$ cat src/rtl/pipe_pkg.sv
// Shared pipeline types: forwarding select encoding, hazard tracking slot
// layout and register index width.
package pipe_pkg;

    localparam int REG_IDX_W = 5;

    typedef enum logic [1:0] {
        FWD_RF  = 2'd0,
        FWD_MEM = 2'd1,
        FWD_WB  = 2'd2
    } fwd_sel_t;

    typedef struct packed {
        logic                 valid;
        logic [REG_IDX_W-1:0] rd;
        logic                 wb_en;
        logic                 is_load;
    } hz_slot_t;

    localparam hz_slot_t SLOT_BUBBLE = '0;

endpackage

$ cat src/rtl/fwd_match.sv
// Producer match: a tracked slot produces register src when it is a valid
// writer of that register and the register is not x0.
module fwd_match
    import pipe_pkg::*;
(
    input  hz_slot_t             slot,
    input  logic [REG_IDX_W-1:0] src,
    output logic                 hit
);

    assign hit = slot.valid && slot.wb_en && (slot.rd == src) && (src != '0);

endmodule

$ cat src/rtl/fwd_hazard_ctrl.sv
// Forwarding / hazard controller for the 5-stage pipeline: tracks E/M/W
// destinations and drives forwarding selects, load-use stall and flush.
// Optional mul/div hold is built when MULDIV_STALL_EN is defined.
module fwd_hazard_ctrl
    import pipe_pkg::*;
#(
    parameter int MULDIV_LAT = 4
) (
    input  logic                 clk,
    input  logic                 rst,
    input  logic                 D_valid,
    input  logic [REG_IDX_W-1:0] D_rs1_index,
    input  logic [REG_IDX_W-1:0] D_rs2_index,
    input  logic                 D_rs1_used,
    input  logic                 D_rs2_used,
    input  logic [REG_IDX_W-1:0] D_rd_index,
    input  logic                 D_wb_en,
    input  logic                 D_is_load,
    input  logic                 D_is_muldiv,
    input  logic                 E_branch_taken,
    output logic                 D_rs1_sel,
    output logic                 D_rs2_sel,
    output logic [1:0]           E_rs1_sel,
    output logic [1:0]           E_rs2_sel,
    output logic                 stall,
    output logic                 flush,
    output logic                 E_hold
);

    hz_slot_t             e_slot_reg;
    hz_slot_t             m_slot_reg;
    hz_slot_t             w_slot_reg;
    logic [REG_IDX_W-1:0] e_rs1_reg;
    logic [REG_IDX_W-1:0] e_rs2_reg;
    logic [1:0]           e_used_reg;

    logic [REG_IDX_W-1:0] d_src [2];
    logic [REG_IDX_W-1:0] e_src [2];
    logic [1:0]           d_used;
    logic [1:0]           d_hit_e;
    logic [1:0]           d_hit_w;
    logic [1:0]           e_hit_m;
    logic [1:0]           e_hit_w;
    logic [1:0]           load_use;
    fwd_sel_t             e_sel [2];
    logic                 hold;

    assign d_src[0] = D_rs1_index;
    assign d_src[1] = D_rs2_index;
    assign e_src[0] = e_rs1_reg;
    assign e_src[1] = e_rs2_reg;
    assign d_used   = {D_rs2_used, D_rs1_used};

    genvar gi;
    generate
        for (gi = 0; gi < 2; gi++) begin : g_src
            fwd_match u_d_e (.slot(e_slot_reg), .src(d_src[gi]), .hit(d_hit_e[gi]));
            fwd_match u_d_w (.slot(w_slot_reg), .src(d_src[gi]), .hit(d_hit_w[gi]));
            fwd_match u_e_m (.slot(m_slot_reg), .src(e_src[gi]), .hit(e_hit_m[gi]));
            fwd_match u_e_w (.slot(w_slot_reg), .src(e_src[gi]), .hit(e_hit_w[gi]));

            assign load_use[gi] = D_valid && d_used[gi] && d_hit_e[gi] && e_slot_reg.is_load;

            // A load in M has no data yet; it can only be forwarded once in W.
            assign e_sel[gi] = (e_used_reg[gi] && e_hit_m[gi] && !m_slot_reg.is_load) ? FWD_MEM :
                               (e_used_reg[gi] && e_hit_w[gi])                        ? FWD_WB  :
                                                                                         FWD_RF;
        end
    endgenerate

    assign D_rs1_sel = d_hit_w[0] && D_rs1_used;
    assign D_rs2_sel = d_hit_w[1] && D_rs2_used;
    assign E_rs1_sel = e_sel[0];
    assign E_rs2_sel = e_sel[1];

    assign flush  = E_branch_taken && !hold;
    assign stall  = hold || ((|load_use) && !flush);
    assign E_hold = hold;

`ifdef MULDIV_STALL_EN
    logic [3:0] mdiv_cnt_reg;

    assign hold = (mdiv_cnt_reg != 4'd0);

    always_ff @(posedge clk or posedge rst) begin
        if (rst) begin
            mdiv_cnt_reg <= 4'd0;
        end else if (hold) begin
            mdiv_cnt_reg <= mdiv_cnt_reg - 4'd1;
        end else if (D_valid && D_is_muldiv && !stall && !flush) begin
            mdiv_cnt_reg <= 4'(MULDIV_LAT - 1);
        end
    end
`else
    logic [4:0] muldiv_cfg_unused;

    assign muldiv_cfg_unused = {D_is_muldiv, 4'(MULDIV_LAT - 1)};
    assign hold              = 1'b0;
`endif

    always_ff @(posedge clk or posedge rst) begin
        if (rst) begin
            e_slot_reg <= SLOT_BUBBLE;
            m_slot_reg <= SLOT_BUBBLE;
            w_slot_reg <= SLOT_BUBBLE;
            e_rs1_reg  <= '0;
            e_rs2_reg  <= '0;
            e_used_reg <= '0;
        end else if (hold) begin
            // Mul/div stays in E; M drains a bubble behind it.
            w_slot_reg <= m_slot_reg;
            m_slot_reg <= SLOT_BUBBLE;
        end else begin
            w_slot_reg <= m_slot_reg;
            m_slot_reg <= e_slot_reg;
            if (stall || flush) begin
                e_slot_reg <= SLOT_BUBBLE;
                e_rs1_reg  <= '0;
                e_rs2_reg  <= '0;
                e_used_reg <= '0;
            end else begin
                e_slot_reg <= '{valid: D_valid, rd: D_rd_index, wb_en: D_wb_en, is_load: D_is_load};
                e_rs1_reg  <= D_rs1_index;
                e_rs2_reg  <= D_rs2_index;
                e_used_reg <= d_used;
            end
        end
    end

endmodule
$ cat config.mk
export PLATFORM = sky130hd
export DESIGN_NAME = fwd_hazard_ctrl
export DESIGN_NICKNAME = d
export VERILOG_FILES = /design/src/rtl/pipe_pkg.sv /design/src/rtl/fwd_match.sv /design/src/rtl/fwd_hazard_ctrl.sv
export SDC_FILE = /design/constraint.sdc
export NUM_CORES = 1
export LEC_CHECK = 0
export ABC_AREA = 1
export CAP_MARGIN = 20
export CORE_MARGIN = 2
export CORE_UTILIZATION = 44
export CTS_CLUSTER_DIAMETER = 40
export DETAILED_ROUTE_END_ITERATION = 7
export PLACE_DENSITY = 0.79
export REMOVE_ABC_BUFFERS = 1
export SLEW_MARGIN = 15
export SYNTH_ARGS = -nofsm -noshare
export SYNTH_HDL_FRONTEND = slang
export SYNTH_HIERARCHICAL = 1
export SYNTH_SLANG_ARGS = --single-unit
$ cat constraint.sdc
create_clock -name clk -period 3.9 [get_ports clk]
set_input_delay 1.17 -clock clk [delete_from_list [all_inputs] [get_ports clk]]
set_output_delay 1.17 -clock clk [all_outputs]
set_load 0.05 [all_outputs]
==> metrics, run 1 <==
Starting Density 0.462; Vias/cell 4.39; unrepaired setup endpoints after global routing false; layout cell share with drive strength beyond 1 0.171; I/O Buffers 30; commonest non-fill, non-tap cell in the layout nand2_1; Worst Path Max Fanout 3; 1st-pass router iterations 4; post-DP HPWL 3.72 mm; die width 74.9 µm; part of the cycle the worst path needs 0.977; Post-Synthesis Cells 358; Place WS 0.0430 ns; Hold Path Class reg2reg; R2R setup slack 2.17 ns; Root Buffer clkbuf_8; Req. time, crit path 2.73 ns; Hold Violations, Final 0; largest net degree at the start of global routing 36; Synth-to-Final Area Change 27.6%; Leakage roughly 1.6 nW; Ant. Diodes 0; antenna viol nets, final 0; Reg clk slew, reported paths 0.07 ns; Layout Skew 0.00569 ns; Longest Clk Path Bufs 2; DR iter-0 viols around 110; core area 4790 µm²; CP max-delay cell clkdlybuf4s50_1; peak supply drop 0.280 mV; hold-fix buffers at CTS 0; Vert. Die Dim between 70 and 80 µm; DRC 0; die area 5610 µm²; post-synthesis cell area 2210 µm²; Clock Latency Late Sink around 0.3 ns; Post-DP Area about 2700 µm²; total I/O pin count 33; Setup violations, final 0; post-route cell area approximately 2800 µm²; Worst Path Class, Setup in2out; Max H-tree Level 2; GP Congestion 0.907; total track usage 0.196; Most Crowded Layer GR met2; met1 Use GR 0.224; layout net count 426; Post CTS Setup Buffer Count 0; Post-Route WL 4.90 mm; setup TNS 0 ns; Period minus WS final 3.81 ns; GR Layer Usage met2 0.341; Peak Freq approximately 260 MHz; cell mode on critical path nand2_1; number of global-route vias before repair 1962; Routed wire per std cell approximately 10 µm; most frequent cells in the layout nand2_1 (122), inv_1 (81), nor2_1 (37); CTS tree yes; TritonCTS Buffers 5; CP arrival 2.64 ns; Sink Count 35; via count about 2.1k; Post-Syn Area per Cell 6.18 µm²; grt total ovfl 0; Rows 25; power per cell area 337 nW/µm²; Slew Limit Fails 0; first-pass GRT wire length 8.15 mm; Layout Cells excl Fill 470; critical path startpoint category input pin; Ys Warns 6; Max-slew headroom 0.665; Util after Layout 0.590; run status finished, final reports clean; initial antenna violation count 0; Worst setup EP type output port; final hold slack ~0.38 ns; max_cap viols 0; placed insts 462; CP peak stage delay 0.52 ns; final worst setup slack 0.0898 ns; worst-margin pin slew 0.501 ns; M3 GR Usage 0.0469; worst-path cell chain clkdlybuf4s50_1 > inv_1 > nand2_1 > nand2_1 > nor2_2 > nand3_1 > nor2_2 > nand2_1 > nand2_1 > nand2_2 > nor2_4 > buf_12; final total power 0.951 mW
-- where the power goes --
part           total (mW)  internal [mW]  switching (mW)
sequential          0.407          0.381          0.0260
clock               0.398          0.255           0.143
combinational       0.146         0.0642          0.0821
total               0.951          0.700           0.251
-- final cells by class --
| type | count | area (µm²) |
|---|---|---|
| multi-input combinational | 214 | 913 |
| timing repair buffer | 41 | 418 |
| inverter | 105 | 394 |
| tap | 67 | 83.8 |
| clock inverter | 3 | 67.6 |
| clock buffer | 5 | 68.8 |
| fill | 435 | 1960 |
| sequential | 35 | 876 |
-- timing repair --
item | 4_1_cts | 5_1_grt
endpoints found under the hold margin | 0 | 0
gates resized for setup | 0 | 6
setup endpoints to repair | 0 | 1
-- worst paths after layout --
kind                            endpoint      startpoint  cells after the start
setup / recovery                   stall  D_rs2_index[3]                     12
hold / removal             m_slot_reg[0]   e_slot_reg[0]                      0
setup reg to reg           e_slot_reg[5]   e_slot_reg[3]                     11
hold reg to reg            m_slot_reg[0]   e_slot_reg[0]                      0
max in group asynchronous  m_slot_reg[5]             rst                      3
min in group asynchronous  e_slot_reg[3]             rst                      3
-- routing by layer --
layer,up-vias,share of wire
met5,-,0
met4,0,0.028
met3,14,0.039
met2,48,0.51
met1,924,0.42
li1,1078,-
-- critical path, delay by kind of cell --
family,cells,cell delay [ns]
buf+inv,3,0.72
simple gates,9,0.76
Note: power is estimated with default switching activity, not from simulation.
==> run 2, diff against run 1 <==
--- a/config.mk
+++ b/config.mk
@@ -11,9 +11,9 @@
 export CORE_UTILIZATION = 44
 export CTS_CLUSTER_DIAMETER = 40
 export DETAILED_ROUTE_END_ITERATION = 7
-export PLACE_DENSITY = 0.79
+export PLACE_DENSITY = 0.82
 export REMOVE_ABC_BUFFERS = 1
-export SLEW_MARGIN = 15
+export SLEW_MARGIN = 30
 export SYNTH_ARGS = -nofsm -noshare
 export SYNTH_HDL_FRONTEND = slang
 export SYNTH_HIERARCHICAL = 1
==> constraint.sdc (replaced) <==
create_clock -name clk -period 3.2 [get_ports clk]
set_input_delay 0.96 -clock clk [delete_from_list [all_inputs] [get_ports clk]]
set_output_delay 0.96 -clock clk [all_outputs]
set_load 0.05 [all_outputs]
==> run 2 against run 1 <==
- utilization fell by 1.3 points
- power is 4.7% higher
- highest routed layer unchanged
- sequential share of layout area increased by 0.72 points
- non-clock buffer count rose by 1
- largest power group unchanged
==> metrics, run 2 (synthesized netlist as in run 1, its figures left out) <==
run status finished, final reports clean; I/O Buffers 30; Clock Latency Late Sink between 0.2 and 0.3 ns; Root Buffer clkbuf_8; commonest non-fill, non-tap cell in the layout nand2_1; power per cell area 361 nW/µm²; Req. time, crit path 2.24 ns; Layout Cells excl Fill 471; total track usage 0.201; setup TNS 0 ns; post-route cell area 2760 µm²; Max H-tree Level 2; Rows 25; final hold slack 0.390 ns; worst-path cell chain dlygate4sd2_1 > inv_2 > nand2_1 > nand2_1 > nor2_2 > nand3_1 > nor2_1 > nand2_1 > nand2_1 > nand2_2 > nor2_4 > buf_12; Longest Clk Path Bufs 2; peak supply drop between 0.3 and 0.4 mV; final total power 0.996 mW; first-pass GRT wire length 8.37 mm; Sw Ratio 0.305; Logic pwr share 0.175; layout cell share with drive strength beyond 1 0.186; core area 4790 µm²; Peak Freq 326 MHz; Vias/cell 4.35; antenna viol nets, final 0; CP max-delay cell dlygate4sd2_1; Int Pwr 0.692 mW; unrepaired setup endpoints after global routing false; Vert. Die Dim 74.9 µm; Layout Skew about 0.0035 ns; Clock power frac 0.327; post-DP HPWL ~3.6 mm; TritonCTS Buffers 5; CP peak stage delay 0.26 ns; part of the cycle the worst path needs 0.957; Seq. cell area 876 µm²; die area 5610 µm²; Post-Route WL 4.69 mm; layout net count 427; sw power 0.304 mW; Worst Path Class, Setup in2out; GP Congestion 0.934; total I/O pin count 33; critical path startpoint category input pin; DRC 0; Hold Violations, Final 0; initial antenna violation count 0; Leakage 1.58 nW; Worst setup EP type output port; Ant. Diodes 0; Buf+Inv Stages, Crit Path 3; Hold Path Depth 0; Crit path max-delay family simple AND/OR/NAND/NOR gates; DR iter-0 viols 127; Slew Limit Fails 0; CP arrival 2.10 ns; via count 2050; die width between 70 and 80 µm; largest net degree at the start of global routing 36; final worst setup slack 0.136 ns; placed insts about 460; hold-fix buffers at CTS 0; Synth-to-Final Area Change 24.7%; number of global-route vias before repair 2023; most frequent cells in the layout nand2_1 (122), inv_1 (81), nor2_1 (38); Post-DP Area 2670 µm²; Stages on worst setup path 12; grt total ovfl 0; CTS tree yes; Reg clk slew, reported paths about 0.070 ns; filler cell count 410; Worst Path Max Fanout 3; r2r worst-path depth 12; Seq pwr share 0.498; Period minus WS final 3.06 ns; Place WS -0.220 ns; Starting Density 0.462; Sink Count 35; Hold Path Class reg2reg; Util after Layout 0.576; Routed wire per std cell 9.95 µm; Setup violations, final 0; 1st-pass router iterations 4; cell mode on critical path nand2_1; area occupied by multi-input gates 911 µm²; max_cap viols 0
[run 2: cell count changes in the layout (fill, tap and decap cells not counted), sizes merged, moves of 2 or more]
cell / change
clkdlybuf4s15: +3
dlymetal6s2s: -3
dlygate4sd2: +5
buf: +5
clkbuf: +2
bufinv: -2
clkdlybuf4s50: -11
[run 2: layout make-up]
cell class | instances | share of cell area
Sequential cell | 35 | 0.318
Tap cell | 67 | 0.0304
Clock buffer | 5 | 0.0250
Timing Repair Buffer | 42 | 0.147
Inverter | 105 | 0.143
Multi-Input combinational cell | 214 | 0.330
Clock inverter | 3 | 0.00726
[run 2: power by group through the flow]
stage / Sequential, mW / Clock, mW / Combinational [mW]
global route: 0.500 / 0.351 / 0.200
CTS: 0.495 / 0.330 / 0.176
finish: 0.496 / 0.325 / 0.175
detailed placement: 0.504 / 0 / 0.178
floorplan: 0.495 / 0 / 0.109
global placement: 0.503 / 0 / 0.173
[run 2: timing repair]
action                                  CTS  global route
hold endpoints to repair                  0             0
gates resized for setup                  12             7
pin swaps                                 5             4
endpoints found under the setup margin    3             1
setup buffers                             1             0
[run 2: worst paths after layout]
| check | startpoint | end | slack, ns |
|---|---|---|---|
| max | D_rs1_index[0] | stall | 0.14 |
| min | e_slot_reg[0] | m_slot_reg[0] | 0.39 |
| max reg2reg | e_slot_reg[3] | e_rs1_reg[4] | 1.36 |
| min reg2reg | e_slot_reg[0] | m_slot_reg[0] | 0.39 |
| max in group asynchronous | rst | e_slot_reg[0] | 1.83 |
| min in group asynchronous | rst | e_slot_reg[3] | 1.05 |
[run 2: worst reg2reg max path, delay by kind of cell, from the launching register on]
kind / cells / cell delay, ns
buffers and inverters: 2 / 0.20
DFF: 1 / 0.47
and+or+nand+nor: 10 / 1.05
[run 2: layer usage]
layer / vias up / track usage / share of wire
li1: 1087 / - / -
met1: 899 / 0.238 / 0.43
met2: 52 / 0.347 / 0.50
met3: 12 / 0.0469 / 0.042
met4: 0 / 0.0893 / 0.027
met5: - / 0 / 0
